## src/rtl/rr_resource_share.sv

```systemverilog
// Round-robin scheduler that time-shares one fixed-latency pipelined resource among N requesters.
// A tag pipeline returns the completion strobe to the owning requester LATENCY cycles later.
module rr_resource_share #(
  parameter int unsigned N       = 4,
  parameter int unsigned WIDTH   = 32,
  parameter int unsigned LATENCY = 2,
  localparam int unsigned PW     = (N > 1) ? $clog2(N) : 1,
  localparam int unsigned CW     = $clog2(LATENCY + 1)
) (
  input  logic               clk,
  input  logic               reset,
  input  logic [N-1:0]       req,
  input  logic [N*WIDTH-1:0] req_data,
  output logic [N-1:0]       grant,
  output logic               res_go,
  output logic [WIDTH-1:0]   res_in,
  input  logic [WIDTH-1:0]   res_out,
  output logic [N-1:0]       done,
  output logic [WIDTH-1:0]   out_data,
  output logic [CW-1:0]      inflight
);

  logic [PW-1:0]      ptr_q, ptr_d;
  logic [PW-1:0]      winner;
  logic               any_req;
  logic [PW-1:0]      hi_win, lo_win;
  logic               hi_any;
  logic [LATENCY-1:0] vld_q;
  logic [PW-1:0]      idx_q [LATENCY];

  // Lowest requester at or above the pointer wins; otherwise the lowest overall.
  always_comb begin
    hi_win  = '0;
    lo_win  = '0;
    hi_any  = 1'b0;
    any_req = 1'b0;
    for (int i = N - 1; i >= 0; i--) begin
      if (req[i]) begin
        lo_win  = PW'(i);
        any_req = 1'b1;
        if (PW'(i) >= ptr_q) begin
          hi_win = PW'(i);
          hi_any = 1'b1;
        end
      end
    end
    winner = hi_any ? hi_win : lo_win;
  end

  always_comb begin
    res_go = any_req && !reset;
    grant  = '0;
    res_in = '0;
    for (int i = 0; i < N; i++) begin
      grant[i] = res_go && (winner == PW'(i));
      if (grant[i]) begin
        res_in = req_data[i*WIDTH +: WIDTH];
      end
    end
  end

  always_comb begin
    ptr_d = ptr_q;
    if (res_go) begin
      ptr_d = (winner == PW'(N - 1)) ? '0 : winner + 1'b1;
    end
  end

  always_ff @(posedge clk) begin
    if (reset) begin
      ptr_q <= '0;
      vld_q <= '0;
    end else begin
      ptr_q    <= ptr_d;
      vld_q[0] <= res_go;
      for (int k = 1; k < LATENCY; k++) begin
        vld_q[k] <= vld_q[k-1];
      end
    end
  end

  // Tags are only meaningful alongside their valid bit, so they need no reset.
  always_ff @(posedge clk) begin
    idx_q[0] <= winner;
    for (int k = 1; k < LATENCY; k++) begin
      idx_q[k] <= idx_q[k-1];
    end
  end

  always_comb begin
    done = '0;
    for (int i = 0; i < N; i++) begin
      done[i] = vld_q[LATENCY-1] && (idx_q[LATENCY-1] == PW'(i));
    end
  end

  always_comb begin
    inflight = '0;
    for (int k = 0; k < LATENCY; k++) begin
      inflight = inflight + CW'(vld_q[k]);
    end
  end

  assign out_data = res_out;

endmodule

```

## config.mk

```make
export PLATFORM = sky130hd
export DESIGN_NAME = rr_resource_share
export DESIGN_NICKNAME = d
export VERILOG_FILES = /design/src/rtl/rr_resource_share.sv
export SDC_FILE = /design/constraint.sdc
export NUM_CORES = 1
export LEC_CHECK = 0
export ABC_AREA = 1
export BUFFER_PORTS_ARGS = -buffer_cell sky130_fd_sc_hd__buf_2
export CORE_AREA = 4 4 90 92
export DETAILED_ROUTE_END_ITERATION = 6
export DIE_AREA = 0 0 94 96
export PLACE_DENSITY = 0.85
export SLEW_MARGIN = 20
export SYNTH_ARGS = -nofsm -noshare
export SYNTH_HDL_FRONTEND = slang
export SYNTH_SLANG_ARGS = --single-unit
```

## constraint.sdc

```tcl
create_clock -name clk -period 2.7 [get_ports clk]
set_clock_uncertainty 0.15 [all_clocks]
set_input_delay 0.27 -clock clk [delete_from_list [all_inputs] [get_ports clk]]
set_output_delay 0.27 -clock clk [all_outputs]
set_load 0.05 [all_outputs]
```

# After elaboration in Yosys (flattened, before gate mapping)
# Memories as Yosys holds them, arrays and structs flattened.
# Cells that the tools add are included.
# totals
output_inout_bits,75
wordCells,57
mem_bits_ro,0
ramBits,4
reg_bits,4
memories,1
latchBits,0
# mem_list
name,words,width,read_ports,rd_ports_with_merged_regs,wr,line,source
idx_q,2,2,2,0,2,29,logic [PW-1:0] idx_q [LATENCY];
# op_classes
n_mul,0
n_bitwise,0
n_mux,30
n_lt_le_gt_ge,4
shift,0
n_eq_ne,6
addsub,2
reduce_logical,12
div,0
# ops
operator,n
$mux W32,4
$mux W2,14
$mux W1,12
$logic_and A1 B1 Y1,9
$eq A2 B2 Y1 const B,4
$eq A2 B1 Y1 const B,2
$ge A1 B2 Y1 const A,2
$ge A2 B2 Y1 const A,2
$logic_not A2 Y1,2
$add A1 B1 Y2,1
$add A2 B1 Y2 const B,1
$logic_not A1 Y1,1

# Logic depth before layout (Yosys ltp)
# Gate-level depths: netlist of the first run.
# logic_depth
depth_word,16
depth_mapped,14

# Worst setup path after synthesis of the first run
# OpenSTA, ideal clock, no wires.
# synth_path
path_type,reg2out
start,reg ptr_q[1]
end,out grant[1]
path_slack_ps,90
path_stages_with_launch,11
required_time_ps,2280
n_path_buf,2
arrival_ps,2190
path_cell_list,dfxtp_1 nor3_1 nor2_1 nand3b_1 nand2_1 inv_1 ha_1 buf_2 clkbuf_1 inv_1 nor2_1
# synth_via
elab_chain_cells,12
elab_cells_between_ends,23
# synth_rtl
item,line,source
start: declaration,23,"logic [PW-1:0] ptr_q, ptr_d;"
start signal: assignment,74,ptr_q <= ptr_d;
$ge A2 B2 Y1,41,if (PW'(i) >= ptr_q) begin
$mux W2 / $mux W1 (equally long branches),41,
$mux W2 / $mux W1 (equally long branches),38,if (req[i]) begin
$mux W2 / $mux W1 (equally long branches),41,
$mux W2 / $mux W1 (equally long branches),38,
$mux W2 / $mux W1 (equally long branches),41,
$mux W2 / $mux W1 (equally long branches),38,
$mux W2 / $mux W1 (equally long branches),41,
$mux W2 / $mux W1 (equally long branches),38,
$mux W2 (*),47,winner = hi_any ? hi_win : lo_win;
via winner[0],24,logic [PW-1:0] winner;
$eq A2 B1 Y1 (*),55,grant[i] = res_go && (winner == PW'(i));
$logic_and A1 B1 Y1 (*),55,
end: declaration,14,"output logic [N-1:0] grant,"
# Mark *: on every way through the listed nets, which the timed path passes. The rest lies on a longest branch.

# Worst setup path in the final report of the first run
# layout_path
start,reg ptr_q[1]
end,out res_in[16]
# layout_via
elab_chain_cells,16
elab_cells_between_ends,33
# layout_rtl
item,line,source
$ge A2 B2 Y1,41,
$mux W2 / $mux W1 (equally long branches),41,
$mux W2 / $mux W1 (equally long branches),38,
$mux W2 / $mux W1 (equally long branches),41,
$mux W2 / $mux W1 (equally long branches),38,
$mux W2 / $mux W1 (equally long branches),41,
$mux W2 / $mux W1 (equally long branches),38,
$mux W2 / $mux W1 (equally long branches),41,
$mux W2 / $mux W1 (equally long branches),38,
$mux W2 (*),47,
via winner[0],24,
$logic_not A2 Y1,55,
$logic_and A1 B1 Y1,55,
$mux W32 (3 in a row),56,if (grant[i]) begin
$mux W32 (*),56,
end: declaration,16,"output logic [WIDTH-1:0] res_in,"
# Marked as above.

==> summary.md, run 1 <==
| Metric | Value |
|---|---|
| RSZ-0062 raised after global routing | `yes` |
| Clk_lat worst skew | `0.23 ns` |
| Slew HR | `67.71%` |
| Crit Path Max Fanout | `9` |
| Status | `completed` |
| R2R Path End | `ptr_q[1]` |
| Slowest stage delay, CP | `0.38 ns` |
| Met2 Use GR | `33.12%` |
| Routed len/inst | `13.44 um` |
| Hold Path Class | `in -> reg` |
| Input/output buffers | `176` |
| Final worst path period share | `98.22%` |
| Post-synth net total | `692` |
| DRT iter0 DRCs | `154` |
| # H-tree levels | `1` |
| Syn Std Cell Area | `2633 um2` |
| Post-route antenna net violation count | `0` |
| Layout cell share with drive strength beyond 1 | `35.35%` |
| Met1 Track Usage GR | `22.00%` |
| Largest net degree at the start of global routing | `54` |
| CTS root buffer | `clkbuf_8` |
| Commonest cells post-synth | `136 x nand2_1, 110 x inv_1, 96 x nand4_1, 41 x nor2_1, 36 x buf_4` |
| Worst setup margin | `0.04805 ns` |
| Final setup fails | `0` |
| Setup slack, reg-to-reg | `1.00 ns` |
| # diodes | `0` |
| Post-DP Area | `3349 um2` |
| Worst-case vdd ir drop | `0.2652 mV` |
| Final design utilization | `52.27%` |
| Post-Place Setup Slack | `0.1230 ns` |
| Initial antenna violation count | `0` |
| Ports | `241` |
| GRT busiest layer | `met2` |
| WP buf/inv | `3` |
| EDFF count, synth | `0` |
| Peak Freq | `0.3771 GHz` |
| HPWL after detailed placement | `6817 um` |
| Finished Cell Area | `3771 um2` |
| DRT Pass-1 Iters | `6` |
| Critical path type | `reg -> out` |
| Max Root-Sink Buffers | `2` |
| Avg Vias per Cell | `4.961` |
| Flops & latches, synth | `8` |
| Core Area | `7214 um2` |
| Worst hold path depth | `2` |
| Clock Sink Count | `8` |
| Cell breakdown of the critical path | `nand2_2 -> nand2_2 -> nand2_2 -> nand3b_1 -> nand2_2 -> inv_2 -> ha_4 -> clkbuf_16 -> nor2_2 -> nand4_1 -> nand3_1 -> nand2_1 -> nand2_1 -> buf_6` |
| Pwr dens | `425.6 nW/um2` |
| WL final | `10000 um` |
| Setup Fix Bufs, Post-CTS | `0` |
| R2R cell count | `9` |
| Area fraction of the dominant cell type after synthesis | `22.81%` |
| First-pass GRT wire length | `13990 um` |
| Die width | `94 um` |
| CP arrival | `2.23 ns` |
| Crit path required time | `2.28 ns` |
| Sequential share of the synthesized area | `6.084%` |
| Synth area leader | `nand4_1` |
| FFs w/ async S/R, synth | `0%` |
| Fin cells | `744` |
| Leakage power | `2.384 nW` |
| Gr usage total | `18.54%` |
| Ys Warns | `0` |
| Core Rows | `31` |
| Hold path start | `reset` |
| Post-route setup TNS | `0 ns` |
| Top-count cell post-synth | `nand2_1` |
| DRC violations left | `0` |
| CTS tree | `done` |
| Hold Path End | `ptr_q[1]` |
| Die Ht | `96 um` |
| Final Hold Vio Count | `0` |
| Synth-to-Final Area Change | `43.25%` |
| Vias in the first global route | `3114` |
| Crit end category | `output port` |
| Starting Density | `36.49%` |
| Unique cell type count in the Yosys netlist | `21` |
| Total congestion overflow | `0` |
| Post-Syn Instances | `521` |
| Post-synth top flop | `dfxtp_1` |
| Die area | `9024 um2` |
| Worst slew pin tran | `0.4843 ns` |
| Reg-to-Reg Start | `ptr_q[1]` |
| Placer Congestion | `0.7627` |
| Number of placed cells counting well taps | `737` |
| Final Power | `1.605 mW` |
| Slew Limit Fails | `0` |
| Reported max-cap violation count | `0` |
| Critical path's most frequent cell | `nand2_2` |
| Via count | `3691` |
| Dominant cells by area after synthesis | `nand4_1 23%, nand2_1 19%, inv_1 16%` |
| Worst path top cell family by delay | `simple AND/OR/NAND/NOR gates` |
| Startpoint Class | `flop` |
| Met3 Use GR | `3.753%` |
| Syn Area/Cell | `5.053 um2` |
| Nets | `818` |
| Hold slack final | `0.1059 ns` |
| Fin crit period | `2.652 ns` |
| Slowest CP cell | `dfxtp_4` |
| # hold bufs at CTS | `0` |
| CTS buffer count | `3` |
| CTS clk-pin slew, worst paths | `0.04 ns` |
cells in the final DEF (no fill, tap or decap), types with 5 or more instances in the layout:
cell type,instances
dfxtp_1,6
nand2_2,5
nand4_1,96
buf_2,144
nand2_1,131
buf_6,34
nor2_1,30
inv_1,109
buf_4,11
nor2_2,10
nand3_1,31
area by class of cell:
cell class	instances	area, um2
fill	739	3443
tap	99	123.9
timing repair buffer	197	1356
inverter	112	420.4
clock buffer	3	41.29
sequential	8	167.7
multi-input combinational	325	1662
cells by family after synthesis:
logic type	share of synthesized area (%)
AND/OR/NAND/NOR	56.84
buffers and inverters	33.75
flip-flops	6.084
AO/OA/AOI/OAI	0.9504
adder cells (fa/ha/maj)	2.376
how the worst max path moves through the flow:
stage / cells after the start / startpoint / endpoint / slack [ns]
floorplan: 10 / ptr_q[1] / grant[1] / 0.09
global placement: 14 / req[0] / res_in[15] / 0.23
detailed placement: 14 / req[0] / res_in[16] / 0.12
CTS: 14 / ptr_q[1] / res_in[16] / 0.002
global route: 12 / ptr_q[1] / res_in[13] / -0.09
finish: 14 / ptr_q[1] / res_in[16] / 0.05
state kept, by name, indices dropped and copies added (netlist names):
name	count
ptr_q	2
vld_q	2
idx_q	4
report_power, final:
part	switching, mW	leakage (nW)	internal, mW
registers	0.0117	0.0682	0.134
clock network	0.0452	0.0216	0.0964
logic	0.830	2.29	0.488
metal layers:
metal  wire (um)  vias to the layer above
li1            -                     1867
met1        3864                     1600
met2        4902                      198
met3        1035                       26
met4         198                        0
met5           0                        -
what timing repair did:
item	CTS	global route
pin swaps	0	13
cloned	0	4
setup endpoints to repair	32	32
resized for setup	34	61
Note: power is estimated with default switching activity, not from simulation.
==> run 2: changes to the inputs <==
--- a/config.mk
+++ b/config.mk
@@ -10,6 +10,7 @@
 export CORE_AREA = 4 4 90 92
 export DETAILED_ROUTE_END_ITERATION = 6
 export DIE_AREA = 0 0 94 96
+export GPL_TIMING_DRIVEN = 0
 export PLACE_DENSITY = 0.85
 export SLEW_MARGIN = 20
 export SYNTH_ARGS = -nofsm -noshare
==> run 2 against run 1 <==
Worst setup slack worse by 0.021 ns. Hold slack got worse by 0.017 ns. Highest routed layer unchanged. Largest cell class is now buffers. Non-clock buffer count rose by 87. Register-to-register slack better by 0.11 ns. Final area rose by 12%. Largest power group unchanged. Sequential share of layout area down 0.54 points. First-iteration DRC count is 25% higher.
==> summary.md, run 2 (same netlist as run 1, synthesis figures left out) <==
| Metric | Value |
|---|---|
| Crit end category | `output port` |
| Slew HR | `67.30%` |
| Total congestion overflow | `0` |
| Worst-case vdd ir drop | `0.2092 mV` |
| Fin crit period | `2.673 ns` |
| Crit Path Max Fanout | `10` |
| Synth-to-Final Area Change | `60.74%` |
| CTS buffer count | `3` |
| CTS tree | `done` |
| # H-tree levels | `1` |
| P_sw | `0.9832 mW` |
| Vias in the first global route | `3531` |
| Ports | `241` |
| Die area | `9024 um2` |
| WL final | `11130 um` |
| Gr usage total | `22.20%` |
| Clk_lat worst skew | `0.22 ns` |
| Max Root-Sink Buffers | `2` |
| CTS root buffer | `clkbuf_8` |
| Commonest non-fill, non-tap cell in the layout | `buf_2` |
| Final Hold Vio Count | `0` |
| Most frequent cells in the layout | `187 x buf_2, 130 x nand2_1, 109 x inv_1` |
| RSZ-0062 raised after global routing | `yes` |
| Die width | `94 um` |
| Layout cell share with drive strength beyond 1 | `42.08%` |
| CTS clk-pin slew, worst paths | `0.04 ns` |
| Final setup fails | `0` |
| Core Area | `7214 um2` |
| Via count | `3998` |
| Avg Vias per Cell | `4.811` |
| Clk pwr share | `8.1%` |
| Cell breakdown of the critical path | `nor3_2 -> nor2_2 -> nand3b_1 -> nand2_2 -> inv_2 -> ha_4 -> buf_8 -> buf_4 -> nand4_1 -> nand3_1 -> nand2_1 -> nand2_1 -> buf_6` |
| Peak Freq | `0.3741 GHz` |
| Critical path type | `reg -> out` |
| Reported max-cap violation count | `0` |
| Final worst path period share | `99.01%` |
| First-pass GRT wire length | `16370 um` |
| Final design utilization | `58.65%` |
| DRT Pass-1 Iters | `6` |
| Top flop regs | `idx_q (4), ptr_q (2), vld_q (2)` |
| DRT iter0 DRCs | `193` |
| Placer Congestion | `0.8427` |
| Fill count | `753` |
| Startpoint Class | `flop` |
| Core Rows | `31` |
| HPWL after detailed placement | `8650 um` |
| Die Ht | `96 um` |
| Nets | `905` |
| Hold Path Class | `in -> reg` |
| Sw frac | `57.02%` |
| CP arrival | `2.25 ns` |
| Slowest CP cell | `dfxtp_4` |
| Initial antenna violation count | `0` |
| Reg power frac | `8.4%` |
| Crit path required time | `2.28 ns` |
| Post-route antenna net violation count | `0` |
| # diodes | `0` |
| Slowest stage delay, CP | `0.35 ns` |
| Most flops, register | `idx_q` |
| Hold slack final | `0.08900 ns` |
| Gate power share | `83.6%` |
| DRC violations left | `0` |
| Internal | `0.7412 mW` |
| Status | `completed` |
| Max reg flops | `4` |
| Slew Limit Fails | `0` |
| Worst slew pin tran | `0.4904 ns` |
| Routed len/inst | `13.39 um` |
| Starting Density | `36.49%` |
| Clock Sink Count | `8` |
| Input/output buffers | `208` |
| Largest net degree at the start of global routing | `11` |
| # hold bufs at CTS | `0` |
| Leakage power | `2.703 nW` |
| Pwr dens | `407.5 nW/um2` |
| Critical path's most frequent cell | `nand2_1` |
run 2: cell types whose count changed in the layout (fill, tap and decap cells not counted), sizes merged:
cell,delta
buf,+83
clkbuf,+4
run 2: path summary, 6_finish.rpt:
check | startpoint | slack, ns | depth (start not counted) | to
max | ptr_q[1] | 0.03 | 13 | res_in[2]
min | reset | 0.09 | 2 | ptr_q[1]
max reg2reg | ptr_q[1] | 1.11 | 8 | ptr_q[1]
min reg2reg | idx_q[0][1] | 0.17 | 0 | idx_q[0][3]
run 2: per-layer routing:
layer	share of wire, %	GRT usage (%)	wire (um)	vias up
met3	11	3.362	1263	16
li1	-	-	-	2043
met5	0	0	0	-
met1	37	27.40	4142	1695
met2	50	41.28	5600	244
met4	1.1	3.490	124	0
run 2: stage by stage:
stage               std cells  setup WS (ns)  area, um2  setup TNS (ns)  power [mW]
floorplan                 521        0.09028       2633               0       1.047
global placement          828        -0.1896       3797          -4.092       1.367
detailed placement        828        -0.1754       3797          -3.986       1.372
CTS                       830       -0.02439       4021         -0.1898       1.627
global route              831        -0.1161       4232          -2.332       1.840
finish                    831        0.02678       4232               0       1.724
run 2: power by group through the flow:
stage / clock network (mW) / logic [mW] / registers [mW]
global route: 0.149 / 1.54 / 0.147
global placement: 0 / 1.22 / 0.144
CTS: 0.142 / 1.34 / 0.144
detailed placement: 0 / 1.23 / 0.145
floorplan: 0 / 0.906 / 0.142
finish: 0.139 / 1.44 / 0.144
run 2: timing repair:
action,4_1_cts,5_1_grt
pin swaps,0,7
cloned,0,0
endpoints found under the hold margin,0,0
resized for setup,72,66
setup endpoints to repair,36,34
buffers inserted,0,1
run 2: worst max-delay path, delay by kind of cell, from the launching register on:
family | cells | cell delay, ns
adders and majority gates | 1 | 0.16
buffers and inverters | 4 | 0.60
DFF | 1 | 0.35
and+or+nand+nor | 8 | 0.93
run 2: layout make-up:
| cell class | instances | area [um2] | area share (%) |
|---|---|---|---|
| Buffer | 75 | 565.5 | 13.36 |
| Clock buffer | 3 | 41.29 | 0.9758 |
| Inverter | 112 | 422.9 | 9.994 |
| Multi-Input combinational cell | 325 | 1675 | 39.59 |
| Sequential cell | 8 | 165.2 | 3.903 |
| Tap cell | 99 | 123.9 | 2.927 |
| Timing Repair Buffer | 209 | 1237 | 29.24 |
